[config.mk]
export PLATFORM = sky130hd
export DESIGN_NAME = sdram_arbiter
export DESIGN_NICKNAME = d
export VERILOG_FILES = /design/src/rtl/sdram_arbiter.sv
export SDC_FILE = /design/constraint.sdc
export NUM_CORES = 1
export LEC_CHECK = 0
export BUFFER_PORTS_ARGS = -buffer_cell sky130_fd_sc_hd__clkbuf_2
export CAP_MARGIN = 20
export CORE_ASPECT_RATIO = 0.8
export CORE_MARGIN = 4
export CORE_UTILIZATION = 40
export DETAILED_ROUTE_END_ITERATION = 7
export PLACE_DENSITY = 0.76
export SETUP_SLACK_MARGIN = 0.3
export SLEW_MARGIN = 20
export SYNTH_ARGS = -nofsm -noshare
export SYNTH_HDL_FRONTEND = slang
export SYNTH_SLANG_ARGS = --single-unit
[constraint.sdc]
create_clock -name clk -period 1.8 [get_ports clk]
set_clock_uncertainty 0.15 [all_clocks]
set_input_delay 0.18 -clock clk [delete_from_list [all_inputs] [get_ports clk]]
set_output_delay 0.18 -clock clk [all_outputs]
set_load 0.02 [all_outputs]
[src/rtl/sdram_arbiter.sv]
// Two-port front end for the SDRAM controller: arbitrates fetch and data requests,
// converts byte addresses to halfword address plus odd flag, sequences the
// enable/ready handshake and reports illegal requests and controller timeouts.
module sdram_arbiter #(
    parameter bit          DPRIO   = 1'b0,
    parameter int unsigned TIMEOUT = 64
) (
    input  logic        clk,
    input  logic        rst_n,
    input  logic        i_req,
    input  logic [24:0] i_addr,
    output logic        i_ack,
    output logic [31:0] i_rdata,
    output logic        i_err,
    input  logic        d_req,
    input  logic [24:0] d_addr,
    input  logic        d_we,
    input  logic [31:0] d_wdata,
    input  logic [1:0]  d_width,
    output logic        d_ack,
    output logic [31:0] d_rdata,
    output logic        d_err,
    output logic        mem_enable,
    output logic [23:0] mem_addr,
    output logic        mem_odd_access,
    output logic        mem_write,
    output logic [31:0] mem_write_data,
    output logic [1:0]  mem_data_width,
    input  logic [31:0] mem_read_data,
    input  logic        mem_ready
);

    typedef enum logic [2:0] {StIdle, StArm, StIssue, StBusy, StResp} state_e;

    state_e      state_q, state_d;
    logic        port_q, port_d;   // granted port: 1 = data, 0 = fetch
    logic        last_q, last_d;   // last granted port: 1 = data, 0 = fetch
    logic [24:0] addr_q, addr_d;
    logic        we_q, we_d;
    logic [31:0] wdata_q, wdata_d;
    logic [1:0]  width_q, width_d;
    logic        err_q, err_d;
    logic [31:0] rdata_q, rdata_d;
    logic [7:0]  tcnt_q, tcnt_d;

    logic        pick_data;
    logic [24:0] sel_addr;
    logic [1:0]  sel_width;
    logic        sel_illegal;
    logic        timeout_hit;

    // Arbitration choice and legality of the selected request
    always_comb begin
        // Round-robin: data wins a conflict unless it was the last port served
        pick_data = d_req && (!i_req || DPRIO || !last_q);
        if (pick_data) begin
            sel_addr  = d_addr;
            sel_width = d_width;
        end else begin
            sel_addr  = i_addr;
            sel_width = 2'b10;
        end
        sel_illegal = (sel_width == 2'b11) || ((sel_width == 2'b10) && sel_addr[0]);
    end

    assign timeout_hit = (tcnt_q == 8'(TIMEOUT - 1));

    // Next-state and request-register updates
    always_comb begin
        state_d = state_q;
        port_d  = port_q;
        last_d  = last_q;
        addr_d  = addr_q;
        we_d    = we_q;
        wdata_d = wdata_q;
        width_d = width_q;
        err_d   = err_q;
        rdata_d = rdata_q;
        tcnt_d  = tcnt_q;
        unique case (state_q)
            StIdle: begin
                if (i_req || d_req) begin
                    port_d  = pick_data;
                    addr_d  = sel_addr;
                    width_d = sel_width;
                    we_d    = pick_data ? d_we : 1'b0;
                    wdata_d = pick_data ? d_wdata : 32'h0;
                    err_d   = sel_illegal;
                    rdata_d = 32'h0;
                    state_d = sel_illegal ? StResp : StArm;
                end
            end
            StArm: begin
                // No timeout here: ready stays low through controller init
                if (mem_ready) begin
                    tcnt_d  = 8'h0;
                    state_d = StIssue;
                end
            end
            StIssue: begin
                if (timeout_hit) begin
                    err_d   = 1'b1;
                    rdata_d = 32'h0;
                    state_d = StResp;
                end else begin
                    tcnt_d = tcnt_q + 8'h1;
                    // Ready held high means a refresh is in progress; keep enable up
                    if (!mem_ready) begin
                        state_d = StBusy;
                    end
                end
            end
            StBusy: begin
                if (mem_ready) begin
                    err_d   = 1'b0;
                    rdata_d = we_q ? 32'h0 : mem_read_data;
                    state_d = StResp;
                end else if (timeout_hit) begin
                    err_d   = 1'b1;
                    rdata_d = 32'h0;
                    state_d = StResp;
                end else begin
                    tcnt_d = tcnt_q + 8'h1;
                end
            end
            StResp: begin
                last_d  = port_q;
                state_d = StIdle;
            end
            default: state_d = StIdle;
        endcase
    end

    // State and request registers with synchronous active-low reset
    always_ff @(posedge clk) begin
        if (!rst_n) begin
            state_q <= StIdle;
            port_q  <= 1'b0;
            last_q  <= 1'b0;
            addr_q  <= '0;
            we_q    <= 1'b0;
            wdata_q <= '0;
            width_q <= '0;
            err_q   <= 1'b0;
            rdata_q <= '0;
            tcnt_q  <= '0;
        end else begin
            state_q <= state_d;
            port_q  <= port_d;
            last_q  <= last_d;
            addr_q  <= addr_d;
            we_q    <= we_d;
            wdata_q <= wdata_d;
            width_q <= width_d;
            err_q   <= err_d;
            rdata_q <= rdata_d;
            tcnt_q  <= tcnt_d;
        end
    end

    assign i_ack   = (state_q == StResp) && !port_q;
    assign d_ack   = (state_q == StResp) && port_q;
    assign i_rdata = i_ack ? rdata_q : 32'h0;
    assign d_rdata = d_ack ? rdata_q : 32'h0;
    assign i_err   = i_ack && err_q;
    assign d_err   = d_ack && err_q;

    assign mem_enable     = (state_q == StIssue);
    assign mem_addr       = addr_q[24:1];
    assign mem_odd_access = addr_q[0];
    assign mem_write      = we_q;
    assign mem_write_data = wdata_q;
    assign mem_data_width = width_q;

endmodule

==> results.toml, run 1 <==
[pwr]
power.internal_w = 0.00574
p_per_area_nw_per_um2 = 1070
switchingPower_w = 0.00315
seqPwrFrac_pct = 33.2
peakVddDrop_uv = 736
comb_power_share_pct = 41.0
p_clk_share_pct = 25.8
power_leakage_nw = 3.88
switching_share_pct = 35.5

[synthesis]
syn_area_sq_um = 4540
syn_avg_cell_area_sq_um = 9.37
syn_inst = 484
synth-seq-area-share_pct = 46.8
netlist_top_cells_area = "dfxtp_1 47%, and2_1 9.4%, a22o_1 6.2%, mux2i_1 5.7%, a22oi_1 5.5%"
ys_warn_count = 0
async_reset_ff_share_pct = 0
ys.flop_type = "dfxtp_1"
synth_top_area_share_pct = 46.8
ys_ff_latch = 106
yosys.area.top_type = "dfxtp_1"
synth.distinct_cells = 50
syn_nets = 607
synth_edf_count = 0

[worst_setup_path]
path_class = "reg2out"
crit_required_ps = 1470
crit_arrival_ps = 1660
cpMaxStageDelayCell = "dfxtp_2"
endpoint_kind = "output pin"
max_stage_delay_ps = 330
cp_max_fo = 9
cp_top_family = "buffers and inverters"
cp-start-kind = "register"
path_cells = "buf_6 -> nor2_4 -> nand2_2 -> nor2_4 -> buf_6 -> buf_16 -> and2_1 -> clkbuf_8"
crit_buf_inv = 4

[layout]
layout_commonest_cell = "clkbuf_2"
syn_to_final_growth_pct = 82.4
drive_above_1_share_pct = 49.8
post-route-util_pct = 75.4
layout.cells.non_filler = 987
final_cell_mix = "198 x clkbuf_2, 99 x dfxtp_1, 72 x dlygate4sd3_1"
finalNetCount = 960

[floorplan]
io_pins = 251
start_util_pct = 41.3
die_h_um = 103
dieArea_sq_um = 13100
die_x_um = 127
fp.coreArea_sq_um = 11000
rows = 34

[clock_network]
cts_buffers = 9
clock-sinks = 106
cts_root_buf = "clkbuf_16"
htreeDepth = 3
tritoncts = "done"
clk_pin_slew_ps = 70
clock_path_buffers = 2
clk_latency_ps = 340

[route]
vias = 5386
vias_per_cell = 5.46
drtIter0Drc = 264
wl_per_cell_um = 19.5
drt_first_pass_iters = 5
final_antenna_net_count = 0
wirelength_um = 19300
drc = 0

[grt]
antenna_found_initial = 0
overflow = 0
grt_start_max_net_pins = 51
grt_pass1_wl_um = 29000
track_usage_pct = 27.7
grt_pass1_vias = 5617

[sta]
slew_viol_final = 0
min_period_ps = 1990
maxSlewHeadroom_pct = 66.2
setup_slack_ps = -192
max_freq_mhz = 502
hold_viol = 0
post-route-period-util_pct = 111
setup_violations = 93
hold_ws_ps = 6.73
worst_pin_slew_ps = 507
rsz0062_at_grt = "yes"
fin_tns_setup_ps = -11320

[run_status]
outcome = "finished, violations left"
violations = "negative setup slack"

[placement]
pre_cts_ws_ps = -78.6
dp_hpwl_um = 10100
placedCellCount = 866
gp_congestion = 0.895
numPortBuffers = 250

[job]
cap_violations = 0

[worst_hold_path]
min_path_type = "in2reg"
[registers in the layout, indices dropped and copies added (netlist names)]
| register | flops |
|---|---|
| addr_q | 25 |
| err_q | 1 |
| last_q | 1 |
| mem_data_width | 2 |
| mem_write | 1 |
| mem_write_data | 32 |
| port_q | 1 |
| rdata_q | 32 |
| state_q | 3 |
| tcnt_q | 8 |
[synthesized netlist by cell type (2+ instances only)]
library cell and n:
clkbuf_1 18, and3_1 2, a22o_1 32, o21ai_0 5
o21ai_1 5, o21a_1 3, a21oi_1 11, buf_2 15
and2_1 68, nor2_1 66, dfxtp_1 106, or3_1 3
buf_4 6, o22ai_1 2, nand3_1 4, nand2b_1 2
nand4_1 2, a22oi_1 33, o2111ai_1 4, nand2_1 15
mux2i_1 26, a211oi_1 25, inv_1 4
[per-layer routing]
metal  routed length (um)  GRT usage [%]  share of wire (%)
met3                 1650           7.49                8.5
met2                 9770           49.7                 51
met5                    0              0                  0
met1                 6860           30.1                 36
met4                 1010           15.7                5.3
[logic make-up (layout without fill, tap and decap cells)]
family | after synthesis | count (layout) | share of synthesized area [%]
AOI/OAI and AO/OA | 135 | 136 | 22.6
other | 0 | 1 | 0
adders and majority gates | 1 | 1 | 0.276
xor gates and xnor gates | 1 | 1 | 0.193
and+or+nand+nor | 170 | 170 | 19.6
muxes | 26 | 26 | 5.74
buffers and inverters | 45 | 402 | 4.80
DFF | 106 | 106 | 46.8
[tightest hold or removal path, cell delays in order]
cell	delay [ps]
clkbuf_2	90
mux2i_1	60
a21oi_1	130
[area by class of cell]
| type | instances | area (sq um) |
|---|---|---|
| Inverter | 5 | 18.8 |
| Clock inverter | 6 | 114 |
| Clock buffer | 10 | 239 |
| Sequential cell | 106 | 2140 |
| Tap cell | 144 | 180 |
| Antenna cell | 1 | 2.50 |
| Timing Repair Buffer | 381 | 3070 |
| Multi-Input combinational cell | 334 | 2510 |
| Fill cell | 716 | 2700 |
[worst paths after layout]
check                    startpoint                end  slack, ps  cells past startpoint
setup / recovery         state_q[0]        i_rdata[30]       -190                      8
hold / removal            d_addr[0]          addr_q[0]          7                      3
setup reg to reg         state_q[1]  mem_data_width[1]       -110                      7
hold reg to reg   mem_data_width[0]  mem_data_width[0]        320                      2
[stage by stage]
stage / power, W / cell area [sq um]
after floorplan: 0.00475 / 4690
after global placement: 0.00559 / 6180
after detailed placement: 0.00568 / 6180
after CTS: 0.00869 / 8090
after global routing: 0.00930 / 8270
final: 0.00889 / 8280
[timing repair]
| item | 4_1_cts | 5_1_grt |
|---|---|---|
| endpoints found under the setup margin | 172 | 174 |
| pin swaps | 21 | 12 |
| cloned | 6 | 2 |
| resized for setup | 133 | 71 |
| hold buffers | 72 | 0 |
| setup buffers | 21 | 3 |
| hold endpoints to repair | 72 | 0 |
[power by group through the flow]
| stage | clock [W] | sequential [W] | combinational [W] |
|---|---|---|---|
| finish | 0.00229 | 0.00295 | 0.00365 |
| global route | 0.00240 | 0.00300 | 0.00390 |
| CTS | 0.00233 | 0.00294 | 0.00343 |
| detailed placement | 0 | 0.00298 | 0.00270 |
| global placement | 0 | 0.00297 | 0.00263 |
| floorplan | 0 | 0.00336 | 0.00140 |
No activity file was read; power rests on OpenSTA's default activity.
==> inputs of run 2 (changes only) <==
--- a/config.mk
+++ b/config.mk
@@ -9,9 +9,9 @@
 export CAP_MARGIN = 20
 export CORE_ASPECT_RATIO = 0.8
 export CORE_MARGIN = 4
-export CORE_UTILIZATION = 40
+export CORE_UTILIZATION = 48
 export DETAILED_ROUTE_END_ITERATION = 7
-export PLACE_DENSITY = 0.76
+export PLACE_DENSITY = 0.86
 export SETUP_SLACK_MARGIN = 0.3
 export SLEW_MARGIN = 20
 export SYNTH_ARGS = -nofsm -noshare
==> constraint.sdc (replaced) <==
create_clock -name clk -period 2.4 [get_ports clk]
set_clock_uncertainty 0.15 [all_clocks]
set_input_delay 0.24 -clock clk [delete_from_list [all_inputs] [get_ports clk]]
set_output_delay 0.24 -clock clk [all_outputs]
set_load 0.02 [all_outputs]
==> run 2 against run 1 <==
The run now ends clean. Clock power shrank 37%. Routed wire length decreased by 17%. Highest routed layer unchanged. Cell area decreased by 16%. Core utilization increased by 0.77 points. Largest cell class is now multi-input combinational cells. Global-route usage fell by 1.1 points. Combinational power down 43%. Sequential cell count unchanged.
==> results.toml, run 2 (synthesis results as in run 1) <==
[run_status]
outcome = "completed"

[worst_setup_path]
crit_arrival_ps = 1680
critical_path.reg2reg.startpoint = "tcnt_q[0]"
cp_max_fo = 9
r2r_slack_ps = 400
crit_required_ps = 2010
cp-start-kind = "register"
path_class = "reg2out"
reg2reg_depth = 5
r2r_end = "tcnt_q[2]"
endpoint_kind = "output pin"

[floorplan]
rows = 31
start_util_pct = 49.8
die_x_um = 117
io_pins = 251
fp.coreArea_sq_um = 9110
die_h_um = 95.0
dieArea_sq_um = 11100

[clock_network]
clk_pin_slew_ps = 70
clock_path_buffers = 2
cts_root_buf = "clkbuf_16"
cts_buffers = 9
tritoncts = "done"
clock-sinks = 106
htreeDepth = 3
clk_latency_ps = 340

[layout]
syn_to_final_growth_pct = 53.0
fill_cells = 584
antennaDiodeCount = 0
layout.cells.non_filler = 907
layout_commonest_cell = "clkbuf_2"
final_cell_mix = "244 x clkbuf_2, 103 x dfxtp_1, 68 x and2_1"
multi_input_area_sq_um = 2230
finalNetCount = 910
seqCellArea_sq_um = 2130
drive_above_1_share_pct = 38.1

[placement]
gp_congestion = 0.806
placedCellCount = 819
dp_hpwl_um = 10100
numPortBuffers = 250

[worst_hold_path]
min_from = "d_wdata[11]"
min_delay_worst_endpoint = "mem_write_data[11]"
min_path_type = "in2reg"
hold_path_depth = 3

[route]
drtIter0Drc = 423
final_antenna_net_count = 0
wl_met3_um = 1090
wl_met1_um = 6020
vias = 5015
drc = 0
highest_layer = "met4"
wl_per_cell_um = 17.7
wl_met2_um = 8560
drt_first_pass_iters = 6
vias_per_cell = 5.53
wirelength_um = 16000

[sta]
min_period_ps = 2070
rsz0062_at_grt = "no"
post-route-period-util_pct = 86.2
fin_tns_setup_ps = 0
hold_ws_ps = 5.85
setup_violations = 0
slew_viol_final = 0
maxSlewHeadroom_pct = 63.6
worst_pin_slew_ps = 546
hold_viol = 0
max_freq_mhz = 483

[grt]
grt_pass1_vias = 4940
antenna_found_initial = 0
overflow = 0
track_usage_pct = 26.7
grt_start_max_net_pins = 54
grt_pass1_wl_um = 23600

[pwr]
power_leakage_nw = 3.36
p_per_area_nw_per_um2 = 826
p_total_w = 0.00574
peakVddDrop_uv = 621

[job]
cap_violations = 0
[run 2: changes by cell type in the layout (fill, tap and decap cells not counted), moves of 11 or more]
cell,change
and2_1,+57
and2_2,-29
and2_4,-28
buf_8,-28
dlygate4sd3_1,-11
buf_6,-14
clkbuf_2,+46
buf_4,-16
[run 2: how the worst max path moves through the flow]
| stage | start | endpoint | slack (ps) | cells past startpoint |
|---|---|---|---|---|
| finish | state_q[0] | i_rdata[14] | 330 | 7 |
| global placement | tcnt_q[0] | rdata_q[30] | 560 | 6 |
| detailed placement | state_q[1] | rdata_q[25] | 410 | 5 |
| global route | state_q[0] | i_rdata[14] | 260 | 7 |
| floorplan | state_q[2] | d_rdata[23] | 560 | 5 |
| CTS | state_q[1] | d_rdata[9] | 310 | 5 |
[run 2: timing repair]
item,CTS,global route
hold buffers,61,0
cloned,1,3
endpoints found under the hold margin,61,0
endpoints found under the setup margin,68,98
resized for setup,10,16
pin swaps,0,2
setup buffers,0,7
[run 2: power breakdown]
| part | total, W | leakage, nW | internal (W) | switching, W |
|---|---|---|---|---|
| clock | 0.00144 | 0.146 | 0.000734 | 0.000703 |
| sequential | 0.00223 | 0.868 | 0.00204 | 0.000185 |
| combinational | 0.00207 | 2.35 | 0.000789 | 0.00128 |
| total | 0.00574 | 3.36 | 0.00357 | 0.00217 |
[run 2: critical path, cell delays in order, from the launching register on]
cell	delay [ps]
dfxtp_4	380
nor2_2	110
nand2_1	110
nor2_4	180
buf_12	140
clkbuf_16	140
and2_1	120
clkbuf_2	160
[run 2: metrics by stage]
step                worst slack [ps]  util [%]  cell area [sq um]
floorplan                        559         -               4540
global placement                 561      64.0               5830
detailed placement               406      64.0               5830
CTS                              306      74.2               6770
global route                     256      76.2               6940
finish                           331      76.2               6940
[run 2: per-layer routing]
metal	vias to the layer above	global-route usage (%)
li1	2337	-
met1	2375	30.9
met2	261	47.9
met3	42	6.73
met4	0	8.79
met5	-	0
[run 2: final cells by class]
cell class / count / area share (%)
timing repair buffer: 332 / 30.7
tap: 115 / 2.07
clock inverter: 7 / 0.973
sequential: 106 / 30.7
inverter: 5 / 0.270
clock buffer: 9 / 3.24
multi-input combinational: 333 / 32.1
==> inputs of run 3 (changes only) <==
--- a/config.mk
+++ b/config.mk
@@ -11,8 +11,9 @@
 export CORE_MARGIN = 4
 export CORE_UTILIZATION = 48
 export DETAILED_ROUTE_END_ITERATION = 7
+export GPL_ROUTABILITY_DRIVEN = 0
 export PLACE_DENSITY = 0.86
-export SETUP_SLACK_MARGIN = 0.3
+export SETUP_SLACK_MARGIN = 0.5
 export SLEW_MARGIN = 20
 export SYNTH_ARGS = -nofsm -noshare
 export SYNTH_HDL_FRONTEND = slang
==> run 3 against run 2 <==
Fmax is 0.78% higher. Count of clock-buffer cells in the layout stayed put. Sequential power hardly changed. Routed wire length is 8.6% higher. Register-to-register slack better by 60 ps. Final cell count is 0.11% higher. Critical endpoint is now i_rdata[26]. Largest power group unchanged.
==> results.toml, run 3 (synthesis results as in run 1) <==
[sta]
post-route-period-util_pct = 85.6
hold_viol = 0
max_freq_mhz = 487
rsz0062_at_grt = "yes"
worst_pin_slew_ps = 467
maxSlewHeadroom_pct = 68.9
slew_viol_final = 0
setup_violations = 0
min_period_ps = 2050
fin_tns_setup_ps = 0

[layout]
finalNetCount = 910
fill_cells = 535
seqCellArea_sq_um = 2130
post-route-util_pct = 79.0
layout_commonest_cell = "clkbuf_2"
final_cell_mix = "232 x clkbuf_2, 103 x dfxtp_1, 64 x nor2_1"
drive_above_1_share_pct = 41.0
multi_input_area_sq_um = 2300
syn_to_final_growth_pct = 58.8

[worst_setup_path]
r2r_slack_ps = 460
r2r_end = "rdata_q[15]"
crit_arrival_ps = 1660
cp_common_cell = "nor2_4"
reg2reg_depth = 6
max_stage_delay_ps = 360
endpoint_kind = "output pin"
path_cells = "nor2_4 -> nand2_2 -> nor2_4 -> buf_8 -> and2_1 -> clkbuf_2"
cpMaxStageDelayCell = "dfxtp_4"
cp-start-kind = "register"
cp_max_fo = 17
cp_top_family = "simple AND/OR/NAND/NOR gates"
path_class = "reg2out"
critical_path.reg2reg.startpoint = "state_q[0]"
crit_buf_inv = 2
crit_required_ps = 2010

[floorplan]
die_h_um = 95.0
start_util_pct = 49.8
fp.coreArea_sq_um = 9110
dieArea_sq_um = 11100
rows = 31
die_x_um = 117
io_pins = 251

[placement]
numPortBuffers = 250
dp_hpwl_um = 10100

[route]
wl_per_cell_um = 19.2
drtIter0Drc = 547
vias_per_cell = 5.72
wirelength_um = 17400
drc = 0
vias = 5196
final_antenna_net_count = 0
drt_first_pass_iters = 6

[grt]
overflow = 0
antenna_found_initial = 1
track_usage_pct = 29.5
grt_start_max_net_pins = 54
grt_pass1_wl_um = 25700
grt_pass1_vias = 5217

[worst_hold_path]
min_delay_worst_endpoint = "mem_write_data[11]"
min_path_type = "in2reg"
min_from = "d_wdata[11]"
hold_path_depth = 3

[clock_network]
clock_path_buffers = 2
cts_root_buf = "clkbuf_16"
htreeDepth = 3
clk_latency_ps = 350
clk_pin_slew_ps = 80
clock-sinks = 106
cts_buffers = 9
tritoncts = "done"

[pwr]
peakVddDrop_uv = 624
power_leakage_nw = 3.43
p_per_area_nw_per_um2 = 815

[job]
cap_violations = 0

[run_status]
outcome = "completed"
## run 3: report_power, final
part / internal [W] / total, W / switching, W / leakage (nW)
Clock: 0.000734 / 0.00144 / 0.000708 / 0.146
Combinational: 0.000839 / 0.00220 / 0.00136 / 2.42
Sequential: 0.00205 / 0.00223 / 0.000183 / 0.869
Total: 0.00362 / 0.00587 / 0.00225 / 3.43
## run 3: per-layer routing
| layer | track usage, % | wire length (um) | up-vias |
|---|---|---|---|
| li1 | - | - | 2349 |
| met1 | 32.0 | 6310 | 2474 |
| met2 | 53.1 | 9150 | 288 |
| met3 | 7.94 | 1200 | 85 |
| met4 | 13.9 | 775 | 0 |
| met5 | 0 | 0 | - |
## run 3: stage by stage
stage	hold WS (ps)	area [sq um]	power (W)	setup slack, ps	cells
after floorplan	223	4540	0.00349	559	484
after detailed placement	313	5830	0.00405	406	819
after CTS	2.39	7060	0.00569	409	903
after global routing	13.9	7200	0.00614	287	908
final	2.35	7200	0.00587	347	908
after global placement	289	5830	0.00397	561	819
## run 3: how the worst max path moves through the flow
stage                     from          end  slack [ps]  cells after the start
finish              state_q[1]  i_rdata[26]         350                      6
global route        state_q[1]  i_rdata[26]         290                      6
CTS                 state_q[0]   i_rdata[6]         410                      7
detailed placement  state_q[1]  rdata_q[25]         410                      5
global placement     tcnt_q[0]  rdata_q[30]         560                      6
floorplan           state_q[2]  d_rdata[23]         560                      5
## run 3: layout make-up
class / count / area share [%]
repair buffers: 332 / 32.1
multi-input cells: 333 / 31.9
flip-flops and latches: 106 / 29.6
clock buffers: 9 / 3.13
well taps: 115 / 2.00
clock inverters: 7 / 0.938
inverters: 5 / 0.261
diodes: 1 / 0.0347
## run 3: what timing repair did
item,CTS,global route
cloned,2,3
pin swaps,5,3
resized for setup,68,31
endpoints found under the hold margin,61,0
setup buffers,5,1
hold buffers,61,0
setup endpoints to repair,103,127
## run 3: tightest hold or removal path, cell delays in order
cell      delay (ps)
clkbuf_2          80
a22oi_1           60
nor2_1            80
